File: config.mk
export PLATFORM = sky130hd
export DESIGN_NAME = rw_control_sequencer
export DESIGN_NICKNAME = d
export VERILOG_FILES = /design/src/rtl/rw_control_sequencer.sv
export SDC_FILE = /design/constraint.sdc
export NUM_CORES = 1
export LEC_CHECK = 0
export BUFFER_PORTS_ARGS = -buffer_cell sky130_fd_sc_hd__buf_2
export CORE_ASPECT_RATIO = 1.4
export CORE_MARGIN = 5
export CORE_UTILIZATION = 51
export CTS_CLUSTER_DIAMETER = 40
export DETAILED_ROUTE_END_ITERATION = 10
export GPL_ROUTABILITY_DRIVEN = 0
export GPL_TIMING_DRIVEN = 0
export MAX_ROUTING_LAYER = met4
export PLACE_DENSITY = 0.73
export SYNTH_ARGS = -nofsm -noshare
export SYNTH_HDL_FRONTEND = slang
export SYNTH_SLANG_ARGS = --single-unit
export TNS_END_PERCENT = 5
File: constraint.sdc
create_clock -name CLK -period 2.3 [get_ports CLK]
set_clock_uncertainty 0.15 [all_clocks]
set_input_delay 0.345 -clock CLK [delete_from_list [all_inputs] [get_ports CLK]]
set_output_delay 0.345 -clock CLK [all_outputs]
set_load 0.1 [all_outputs]
File: src/rtl/rw_control_sequencer.sv
// Bus-side sequencer for an 8254-style timer: decodes CPU accesses, keeps per-counter
// control words, sequences byte-wide loads/reads and handles counter-latch commands.
module rw_control_sequencer #(
    parameter int         DW     = 8,
    parameter logic [1:0] RST_RW = 2'b11
) (
    input  logic            CLK,
    input  logic            RESET_N,
    input  logic            CS_N,
    input  logic            RD_N,
    input  logic            WR_N,
    input  logic [1:0]      A,
    input  logic [DW-1:0]   DIN,
    input  logic [6*DW-1:0] CNT_IN,
    output logic [DW-1:0]   DOUT,
    output logic            DOUT_EN,
    output logic [8:0]      MODE,
    output logic [2:0]      BCD,
    output logic [2:0]      CFG_STB,
    output logic [2:0]      LOAD_STB,
    output logic [2*DW-1:0] LOAD_VAL
);

    logic            rd_q;
    logic            wr_q;
    logic            rd_fire;
    logic            wr_fire;
    logic [1:0]      rw        [3];
    logic [2:0]      mode      [3];
    logic [2:0]      wptr;
    logic [2:0]      rptr;
    logic [2:0]      latched;
    logic [2*DW-1:0] latch_val [3];
    logic [DW-1:0]   hold      [3];

    logic [1:0]      sc;
    logic [1:0]      crw;
    logic [2:0]      cm;
    logic [2*DW-1:0] rd_word;
    logic            rd_msb;
    logic            rd_release;
    logic [DW-1:0]   rd_byte;

    // An access fires on the first sampled-low cycle of a strobe; simultaneous strobes are void.
    assign rd_fire = !CS_N && !RD_N && rd_q && WR_N;
    assign wr_fire = !CS_N && !WR_N && wr_q && RD_N;

    assign sc   = DIN[7:6];
    assign crw  = DIN[5:4];
    assign cm   = DIN[3:1];
    assign MODE = {mode[2], mode[1], mode[0]};

    always_comb begin
        rd_word    = '0;
        rd_msb     = 1'b0;
        rd_release = 1'b0;
        for (int n = 0; n < 3; n++) begin
            if (A == 2'(n)) begin
                rd_word = latched[n] ? latch_val[n] : CNT_IN[n*2*DW +: 2*DW];
                case (rw[n])
                    2'b01: begin
                        rd_msb     = 1'b0;
                        rd_release = 1'b1;
                    end
                    2'b10: begin
                        rd_msb     = 1'b1;
                        rd_release = 1'b1;
                    end
                    default: begin
                        rd_msb     = rptr[n];
                        rd_release = rptr[n];
                    end
                endcase
            end
        end
        rd_byte = rd_msb ? rd_word[2*DW-1:DW] : rd_word[DW-1:0];
    end

    always_ff @(posedge CLK or negedge RESET_N) begin
        if (!RESET_N) begin
            rd_q     <= 1'b1;
            wr_q     <= 1'b1;
            DOUT     <= '0;
            DOUT_EN  <= 1'b0;
            BCD      <= '0;
            CFG_STB  <= '0;
            LOAD_STB <= '0;
            LOAD_VAL <= '0;
            wptr     <= '0;
            rptr     <= '0;
            latched  <= '0;
            for (int n = 0; n < 3; n++) begin
                rw[n]        <= RST_RW;
                mode[n]      <= '0;
                latch_val[n] <= '0;
                hold[n]      <= '0;
            end
        end else begin
            rd_q     <= RD_N;
            wr_q     <= WR_N;
            CFG_STB  <= '0;
            LOAD_STB <= '0;
            DOUT_EN  <= DOUT_EN && !RD_N && !CS_N;

            for (int n = 0; n < 3; n++) begin
                // Control word; SC=3 (read-back) never matches a counter and is dropped.
                if (wr_fire && A == 2'd3 && sc == 2'(n)) begin
                    if (crw == 2'b00) begin
                        if (!latched[n]) begin
                            latched[n]   <= 1'b1;
                            latch_val[n] <= CNT_IN[n*2*DW +: 2*DW];
                        end
                    end else begin
                        rw[n]      <= crw;
                        mode[n]    <= (cm[2] && cm[1]) ? {1'b0, cm[1:0]} : cm;
                        BCD[n]     <= DIN[0];
                        wptr[n]    <= 1'b0;
                        rptr[n]    <= 1'b0;
                        latched[n] <= 1'b0;
                        CFG_STB[n] <= 1'b1;
                    end
                end

                if (wr_fire && A == 2'(n)) begin
                    case (rw[n])
                        2'b01: begin
                            LOAD_VAL    <= {{DW{1'b0}}, DIN};
                            LOAD_STB[n] <= 1'b1;
                        end
                        2'b10: begin
                            LOAD_VAL    <= {DIN, {DW{1'b0}}};
                            LOAD_STB[n] <= 1'b1;
                        end
                        default: begin
                            if (!wptr[n]) begin
                                hold[n] <= DIN;
                                wptr[n] <= 1'b1;
                            end else begin
                                LOAD_VAL    <= {DIN, hold[n]};
                                LOAD_STB[n] <= 1'b1;
                                wptr[n]     <= 1'b0;
                            end
                        end
                    endcase
                end

                if (rd_fire && A == 2'(n)) begin
                    DOUT    <= rd_byte;
                    DOUT_EN <= 1'b1;
                    if (rw[n] == 2'b11)
                        rptr[n] <= !rptr[n];
                    if (rd_release)
                        latched[n] <= 1'b0;
                end
            end
        end
    end

endmodule

==> impl_metrics.yaml, run 1 <==
outcome:
  outcome: "finished, violations left"
  violations: "setup timing"
floorplan:
  die_w_um: 106
  core.rowCount: 49
  start_util_pct: 51.7
  ios: 106
  dieHeight_um: 145
  die_area_mm2: 0.0153
  core_mm2: 0.0128
clock_tree:
  cts_made_buffers: 17
  cts_tree: "yes"
  clockBufferDepth: 2
  clock_sinks: 132
  clkTransAtPathRegs_ps: 60
  htree_levels: 4
  clk_latency_ps: 410
  root_buffer: "clkbuf_16"
worst_setup_path:
  worstSetupEndpointType: "flop"
  reg2reg_slack_ps: -10
  r2r_cells: 6
  worstPathRequired_ps: 2430
  worstSetupPathType: "reg2reg"
  worst_setup_path_start_kind: "flop"
  cp.arrival_ps: 2450
  cp_max_fo: 10
  r2r-start: "wr_q"
  r2r-end: "latch_val[44]"
finish:
  antenna_cells: 0
  drive_above_1_share_pct: 45.4
  syn_to_final_growth_pct: 22.3
  fin_cells: 820
  fin_nets: 727
sta:
  worst_pin_slew_ps: 656
  rsz0062_at_grt: "yes"
  fin_setup_tns_ps: -58.8
  fmax_mhz: 432
  min_period_over_period_pct: 101
  worst_slack_ps: -14.6
  hold_viol: 0
  final_max_slew_viol_count: 0
  period_needed_ps: 2310
  setup_viol_count_final: 8
  slew_headroom_pct: 56.3
job:
  max_cap_violations: 0
logic_synthesis:
  syn_area_mm2: 0.00659
  synth_largest_area_cell: "dfrtp_1"
  ys_seq_elements: 132
  synthesis.nets: 602
  avgSynthCellArea_um2: 12.4
  ys_seq_area_share_pct: 50.3
  netlist_top_cells_area: "dfrtp_1 (47%), mux2_2 (19%), dfstp_2 (3.2%), mux2i_1 (3.2%), a32oi_1 (1.9%)"
  postSynthCellCount: 530
  synth_top_area_share_pct: 47.1
  ys.warnings.count: 0
  ys_types: 51
power:
  p_per_area_mw_per_mm2: 894
  ir_drop_mv: 1.08
  p_leak_nw: 3.97
drt:
  post-route-drc-count: 0
  dr.pass1.iters: 5
  vias: 5002
  wire_per_inst_um: 20.9
  postRouteAntennaNets: 0
  via_per_inst: 6.10
  drtIter0Drc: 303
  drt-total-wl_mm: 17.1
placement:
  dp_hpwl_mm: 12.4
  placedCellCount: 787
  portBuffers: 103
grt:
  grt_usage_pct: 23.3
  first_global_vias: 5299
  grt-ovfl-total: 0
  antenna_found_initial: 0
  grt_max_degree: 68
  grt_pass1_wl_mm: 27.0
hold_path:
  min_path_cells: 2
  holdPathEnd: "latch_val[18]"
  hp-class: "in2reg"
  min_from: "CNT_IN[18]"
## worst max-delay path, cell delays in order, from the launching register on
cell,delay [ps]
dfstp_2,530
nand4bb_1,120
buf_6,180
nor4_4,400
nand3b_2,280
buf_6,250
mux2_2,280
## cell families after synthesis
kind of cell | after synthesis | synth area share (%)
AO/OA/AOI/OAI | 123 | 14.6
multiplexers | 134 | 22.5
adder cells (fa/ha/maj) | 9 | 1.71
buffers and inverters | 51 | 3.34
AND/OR/NAND/NOR | 81 | 7.61
flip-flops | 132 | 50.3
## worst max-delay path by stage
stage / endpoint / start / cells after the start / slack, ps
final: latch_val[44] / wr_q / 6 / -10
after global routing: latch_val[40] / wr_q / 6 / -50
after CTS: LOAD_VAL[9] / rw[0] / 7 / -20
after detailed placement: DOUT[7] / rw[4] / 7 / -370
after global placement: MODE[7] / RESET_N / 1 / -940
after floorplan: DOUT[0] / rw[4] / 7 / 80
## layout by cell type, fill, tap and decap left out, types with 14 or more instances in the layout
cell type and n:
mux2_2 113, nand2_1 14, mux2i_1 18, a32oi_1 14, nor2_1 17, clkbuf_1 17
o22ai_1 17, dfrtp_1 124, buf_2 108, clkbuf_16 17
## cell usage after synthesis (all sizes together)
cell and instances:
o21ai 11, o211ai 1, buf 16, a32o 8
nor4bb 1, o2bb2ai 1, ha 9, dfrtp 124
or4 1, nand4bb 1, o32a 1, o22a 7
and2 3, nand3b 4, a311oi 3, a32oi 14
and4bb 1, nor2b 9, nand3 11, nor3b 1
o211a 8, nor3 3, or2 1, o22ai 19
nand2 15, inv 9, a222oi 8, mux2i 21
or3 1, a211oi 8, a22oi 9, dfstp 8
a22o 10, nand2b 7, mux2 113, a21oi 10
nor2 19, clkbuf 26, a21o 4, o21bai 1
nor4 3
## stage by stage
| step | cell area [um^2] | util, % | total power [mW] | hold WS (ps) | worst slack, ps |
|---|---|---|---|---|---|
| after detailed placement | 7330 | 57.5 | 4.68 | 229 | -369 |
| after global placement | 7300 | 57.2 | 4.63 | 311 | -943 |
| after floorplan | 6590 | - | 4.21 | -101 | 78.1 |
| after global routing | 8060 | 63.2 | 7.49 | 29.7 | -54.0 |
| final | 8060 | 63.2 | 7.21 | 29.1 | -14.6 |
| after CTS | 8000 | 62.8 | 7.22 | 21.7 | -19.2 |
## flip-flops by register name, indices dropped and copies added (netlist names), 6 cells and up
name	flops
DOUT	8
LOAD_VAL	16
MODE	9
hold	24
latch_val	48
rw	6
## layout make-up
| type | instances | area [um^2] |
|---|---|---|
| clock inverter | 10 | 82.6 |
| clock buffer | 21 | 470 |
| buffer | 38 | 193 |
| fill | 1039 | 4690 |
| tap | 153 | 191 |
| multi-input combinational | 347 | 3180 |
| timing repair buffer | 110 | 602 |
| inverter | 9 | 33.8 |
| sequential | 132 | 3310 |
## report_power, final
group	leakage, nW	switching [mW]	internal (mW)	total, mW
registers	1.75	0.149	2.57	2.72
clock network	0.270	0.955	1.55	2.51
logic	1.94	1.44	0.545	1.99
## routing by layer
layer / routed length, um / GRT usage (%) / vias up / part of all wire (%)
met5: 0 / - / - / 0
met4: 497 / 9.55 / 0 / 2.9
met3: 771 / 3.97 / 40 / 4.5
met2: 9190 / 41.3 / 178 / 54
met1: 6640 / 26.2 / 2524 / 39
li1: - / - / 2260 / -
## repair_timing
| item | in CTS | in global routing |
|---|---|---|
| hold buffers | 3 | 0 |
| gates resized for setup | 21 | 19 |
| endpoints found under the hold margin | 64 | 0 |
| setup buffers | 2 | 1 |
| pin swaps | 2 | 2 |
| endpoints found under the setup margin | 78 | 81 |
(Power assumes the default switching activity.)
==> run 2, diff against run 1 <==
--- a/config.mk
+++ b/config.mk
@@ -8,13 +8,14 @@
 export BUFFER_PORTS_ARGS = -buffer_cell sky130_fd_sc_hd__buf_2
 export CORE_ASPECT_RATIO = 1.4
 export CORE_MARGIN = 5
-export CORE_UTILIZATION = 51
+export CORE_UTILIZATION = 35
 export CTS_CLUSTER_DIAMETER = 40
 export DETAILED_ROUTE_END_ITERATION = 10
 export GPL_ROUTABILITY_DRIVEN = 0
 export GPL_TIMING_DRIVEN = 0
 export MAX_ROUTING_LAYER = met4
-export PLACE_DENSITY = 0.73
+export PLACE_DENSITY = 0.53
+export SLEW_MARGIN = 0
 export SYNTH_ARGS = -nofsm -noshare
 export SYNTH_HDL_FRONTEND = slang
 export SYNTH_SLANG_ARGS = --single-unit
==> constraint.sdc (replaced) <==
create_clock -name CLK -period 2.1 [get_ports CLK]
set_clock_uncertainty 0.15 [all_clocks]
set_input_delay 0.315 -clock CLK [delete_from_list [all_inputs] [get_ports CLK]]
set_output_delay 0.315 -clock CLK [all_outputs]
set_load 0.1 [all_outputs]
==> impl_metrics.yaml, run 2 (same netlist as run 1, synthesis figures left out) <==
clock_tree:
  cts_made_buffers: 17
  clk_latency_ps: 420
  clock_sinks: 132
  htree_levels: 4
  cts_tree: "yes"
  clkTransAtPathRegs_ps: 60
  root_buffer: "clkbuf_16"
  clockBufferDepth: 2
power:
  ir_drop_mv: 0.885
  p_leak_nw: 4.34
  p_per_area_mw_per_mm2: 941
finish:
  fin_nets: 783
  largest_reg_flops: 48
  layout_common_cells: "dfrtp_1 (121), mux2_2 (112), buf_2 (106)"
  syn_to_final_growth_pct: 36.7
  drive_above_1_share_pct: 46.5
  largest_register: "latch_val"
  final_common_cell: "dfrtp_1"
  top_regs: "latch_val (48), hold (24), LOAD_VAL (16)"
  antenna_cells: 0
  finalInstanceArea_mm2: 0.00901
  fin_cells: 968
  post-route-util_pct: 48.6
drt:
  via_per_inst: 5.38
  dr.pass1.iters: 5
  post-route-drc-count: 0
  drt-total-wl_mm: 19.8
  drtIter0Drc: 330
  wire_per_inst_um: 20.4
  vias: 5208
  postRouteAntennaNets: 0
grt:
  antenna_found_initial: 0
  grt_pass1_wl_mm: 31.2
  first_global_vias: 5722
  grt-ovfl-total: 0
  grt_max_degree: 83
  grt_usage_pct: 19.1
sta:
  hold_viol: 0
  worst_slack_ps: -54.0
  fmax_mhz: 464
  final_max_slew_viol_count: 0
  hold_ws_ps: 17.8
  min_period_over_period_pct: 103
  slew_headroom_pct: 47.4
  setup_viol_count_final: 19
  worst_pin_slew_ps: 788
  rsz0062_at_grt: "yes"
  period_needed_ps: 2150
floorplan:
  start_util_pct: 35.6
  dieHeight_um: 172
  core.rowCount: 59
  die_area_mm2: 0.0217
  ios: 106
  core_mm2: 0.0185
  die_w_um: 126
worst_setup_path:
  cp-endpoint: "latch_val[3]"
  cp.arrival_ps: 2310
  worstSetupEndpointType: "flop"
  worst_setup_path_start_kind: "flop"
  r2r-end: "latch_val[3]"
  crit_path_start: "wr_q"
  worstSetupPathType: "reg2reg"
  reg2reg_slack_ps: -50
  r2r_cells: 7
  r2r-start: "wr_q"
  cp_max_fo: 6
  worstPathRequired_ps: 2260
placement:
  portBuffers: 103
  placedCellCount: 878
  place_area_mm2: 0.00746
  dp_hpwl_mm: 13.7
outcome:
  violations: "setup timing"
  outcome: "finished, violations left"
hold_path:
  hp-class: "in2reg"
  min_from: "CNT_IN[32]"
job:
  max_cap_violations: 0
## run 2: changes by cell type in the layout (fill, tap and decap cells not counted), moves of 3 or more
cell / previous run / this run
buf_4: 4 / 19
dfrtp_2: 0 / 3
clkbuf_1: 17 / 12
dfrtp_1: 124 / 121
inv_2: 1 / 4
dlygate4sd3_1: 3 / 45
clkinv_2: 6 / 1
clkinvlp_4: 3 / 6
inv_1: 8 / 5
buf_6: 4 / 7
bufinv_16: 1 / 4
## run 2: report_power, final
group	total [mW]	internal, mW	switching [mW]
combinational	2.30	0.691	1.61
clock	3.17	2.05	1.13
sequential	3.00	2.81	0.190
total	8.48	5.55	2.93
## run 2: stage by stage
step                      power (mW)  worst slack, ps  setup TNS, ps
final                           8.48            -54.0           -733
after global routing            8.80             -160          -4060
after CTS                       8.51             -102          -2800
after detailed placement        5.16             -637         -33650
after global placement          5.12            -1260        -190120
after floorplan                 4.62            -39.4           -443
## run 2: critical path, stage by stage, from the launching register on
cell,delay (ps)
dfstp_2,520
nand4bb_1,120
buf_6,160
nor4_4,270
buf_4,190
nand3b_4,140
buf_6,210
mux2_2,270
## run 2: area by class of cell
class	instances	area (um^2)
Buffer	33	210
Clock buffer	20	457
Clock inverter	12	179
Fill cell	1699	9520
Inverter	9	33.8
Multi-Input combinational cell	348	3300
Sequential cell	132	3320
Tap cell	244	305
Timing Repair Buffer	170	1210
## run 2: how the worst min path moves through the flow
stage                               end  slack, ps  cells after the start
after CTS                  latch_val[0]          3                      2
after detailed placement  latch_val[43]        150                      1
after global routing       latch_val[0]          8                      2
final                      latch_val[0]         20                      2
after global placement             wr_q        300                      1
after floorplan                  BCD[0]       -130                      0
## run 2: layer usage
layer	vias up	track usage, %	share of wire, %
met1	2640	20.8	39
met5	-	-	0
li1	2386	-	-
met2	137	34.0	53
met3	45	3.68	3.8
met4	0	8.03	3.3
## run 2: timing repair
| item | CTS | global route |
|---|---|---|
| pin swaps | 10 | 10 |
| endpoints found under the hold margin | 90 | 0 |
| gates resized for setup | 59 | 20 |
| buffers inserted | 14 | 5 |
| cloned | 3 | 0 |
| hold buffers | 45 | 0 |
| setup endpoints to repair | 119 | 84 |
==> run 3, diff against run 2 <==
--- a/config.mk
+++ b/config.mk
@@ -14,7 +14,7 @@
 export GPL_ROUTABILITY_DRIVEN = 0
 export GPL_TIMING_DRIVEN = 0
 export MAX_ROUTING_LAYER = met4
-export PLACE_DENSITY = 0.53
+export PLACE_DENSITY = 0.51
 export SLEW_MARGIN = 0
 export SYNTH_ARGS = -nofsm -noshare
 export SYNTH_HDL_FRONTEND = slang
==> constraint.sdc (replaced) <==
create_clock -name CLK -period 2.3 [get_ports CLK]
set_clock_uncertainty 0.15 [all_clocks]
set_input_delay 0.345 -clock CLK [delete_from_list [all_inputs] [get_ports CLK]]
set_output_delay 0.345 -clock CLK [all_outputs]
set_load 0.1 [all_outputs]
==> impl_metrics.yaml, run 3 (same netlist as run 1, synthesis figures left out) <==
power:
  ir_drop_mv: 0.768
  p_total_mw: 7.19
  p_per_area_mw_per_mm2: 868
  p_leak_nw: 4.08
placement:
  place_area_mm2: 0.00744
  portBuffers: 103
  placedCellCount: 878
  dp_hpwl_mm: 13.6
finish:
  largest_reg_flops: 48
  fin_nets: 735
  syn_to_final_growth_pct: 25.7
  drive_above_1_share_pct: 46.0
  top_regs: "latch_val (48), hold (24), LOAD_VAL (16)"
  final_common_cell: "dfrtp_1"
  antenna_cells: 0
  largest_register: "latch_val"
  fillCellCount: 1789
  layout_common_cells: "dfrtp_1 (124), mux2_2 (113), buf_2 (107)"
  finalInstanceArea_mm2: 0.00829
  fin_cells: 918
worst_setup_path:
  worst_setup_path_start_kind: "flop"
  crit_slowest_cell: "dfstp_2"
  crit_chain: "nand4bb_1, buf_6, nor4_4, buf_4, nand3b_4, buf_4, mux2_2"
  critical_path_buf_inv_count: 3
  path_delay_family: "buffers and inverters"
  worstSetupEndpointType: "flop"
  worstPathRequired_ps: 2440
  crit_top_cell: "buf_4"
  cp.arrival_ps: 2380
  cp_max_fo: 9
  cpPeakStageDelay_ps: 530
  worstSetupPathType: "reg2reg"
sta:
  fin_setup_tns_ps: 0
  hold_viol: 0
  period_needed_ps: 2230
  final_max_slew_viol_count: 0
  worst_pin_slew_ps: 696
  min_period_over_period_pct: 97.0
  setup_viol_count_final: 0
  fmax_mhz: 448
  slew_headroom_pct: 53.3
  rsz0062_at_grt: "yes"
  hold_ws_ps: 28.0
job:
  max_cap_violations: 0
drt:
  postRouteAntennaNets: 0
  wire_per_inst_um: 20.8
  drt-total-wl_mm: 19.1
  post-route-drc-count: 0
  dr.pass1.iters: 5
  drtIter0Drc: 217
  vias: 4938
  via_per_inst: 5.38
grt:
  first_global_vias: 5343
  grt_max_degree: 75
  grt-busiest-layer: "met2"
  met3_usage_pct: 3.65
  grt-ovfl-total: 0
  grt_usage_pct: 18.4
  grt_pass1_wl_mm: 29.8
  antenna_found_initial: 0
  groute.layer.met1.usage_pct: 21.1
  met2_usage_pct: 31.5
floorplan:
  dieHeight_um: 172
  core.rowCount: 59
  ios: 106
  die_area_mm2: 0.0217
  die_w_um: 126
  start_util_pct: 35.6
  core_mm2: 0.0185
clock_tree:
  clock_sinks: 132
  cts_made_buffers: 17
  root_buffer: "clkbuf_16"
  cts_tree: "yes"
  htree_levels: 4
  clockBufferDepth: 2
  clk_latency_ps: 410
  clkTransAtPathRegs_ps: 50
hold_path:
  hp-class: "in2reg"
outcome:
  outcome: "complete, no violations"
==> run 3: changes by cell type in the layout (fill, tap and decap cells not counted), sizes merged <==
cell / delta
dlygate4sd3: -42
buf: -14
clkbuf: +13
clkinvlp: -6
bufinv: -3
clkinv: +3
o22ai: -1
==> run 3: per-layer routing <==
layer | up-vias | share of wire, %
met2 | 139 | 53
met3 | 32 | 3.6
met4 | 0 | 2.9
met1 | 2493 | 41
met5 | - | 0
li1 | 2274 | -
==> run 3: area by class of cell <==
type                            instances  area, um^2  area share (%)
Timing Repair Buffer                  117         688            8.30
Inverter                                9        33.8           0.408
Sequential cell                       132        3310            40.0
Tap cell                              244         305            3.68
Clock buffer                           24         472            5.69
Clock inverter                          6        55.1           0.664
Multi-Input combinational cell        347        3210            38.8
Buffer                                 39         206            2.49
==> run 3: path summary, 6_finish.rpt <==
path	startpoint	to	slack, ps	cells after the start
max	wr_q	latch_val[35]	70	7
min	CNT_IN[47]	latch_val[15]	30	2
max reg2reg	wr_q	latch_val[35]	70	7
min reg2reg	DOUT_EN	DOUT_EN	330	1
max in group asynchronous	RESET_N	rw[1]	870	3
min in group asynchronous	RESET_N	latch_val[41]	340	2
==> run 3: timing repair <==
action	4_1_cts	5_1_grt
cloned	0	1
endpoints found under the setup margin	103	78
resized for setup	25	26
pin swaps	2	5
hold endpoints to repair	56	0
buffers inserted	3	6
hold buffers	3	0
==> run 3: stage by stage <==
stage / util [%] / setup slack (ps)
global route: 44.7 / -38.4
floorplan: - / 78.1
detailed placement: 40.2 / -554
global placement: 40.0 / -1060
finish: 44.7 / 68.8
CTS: 43.9 / -155
==> run 3: power by group <==
group | internal (mW) | switching (mW) | total (mW)
combinational | 0.554 | 1.46 | 2.02
clock | 1.52 | 0.943 | 2.46
sequential | 2.57 | 0.142 | 2.71
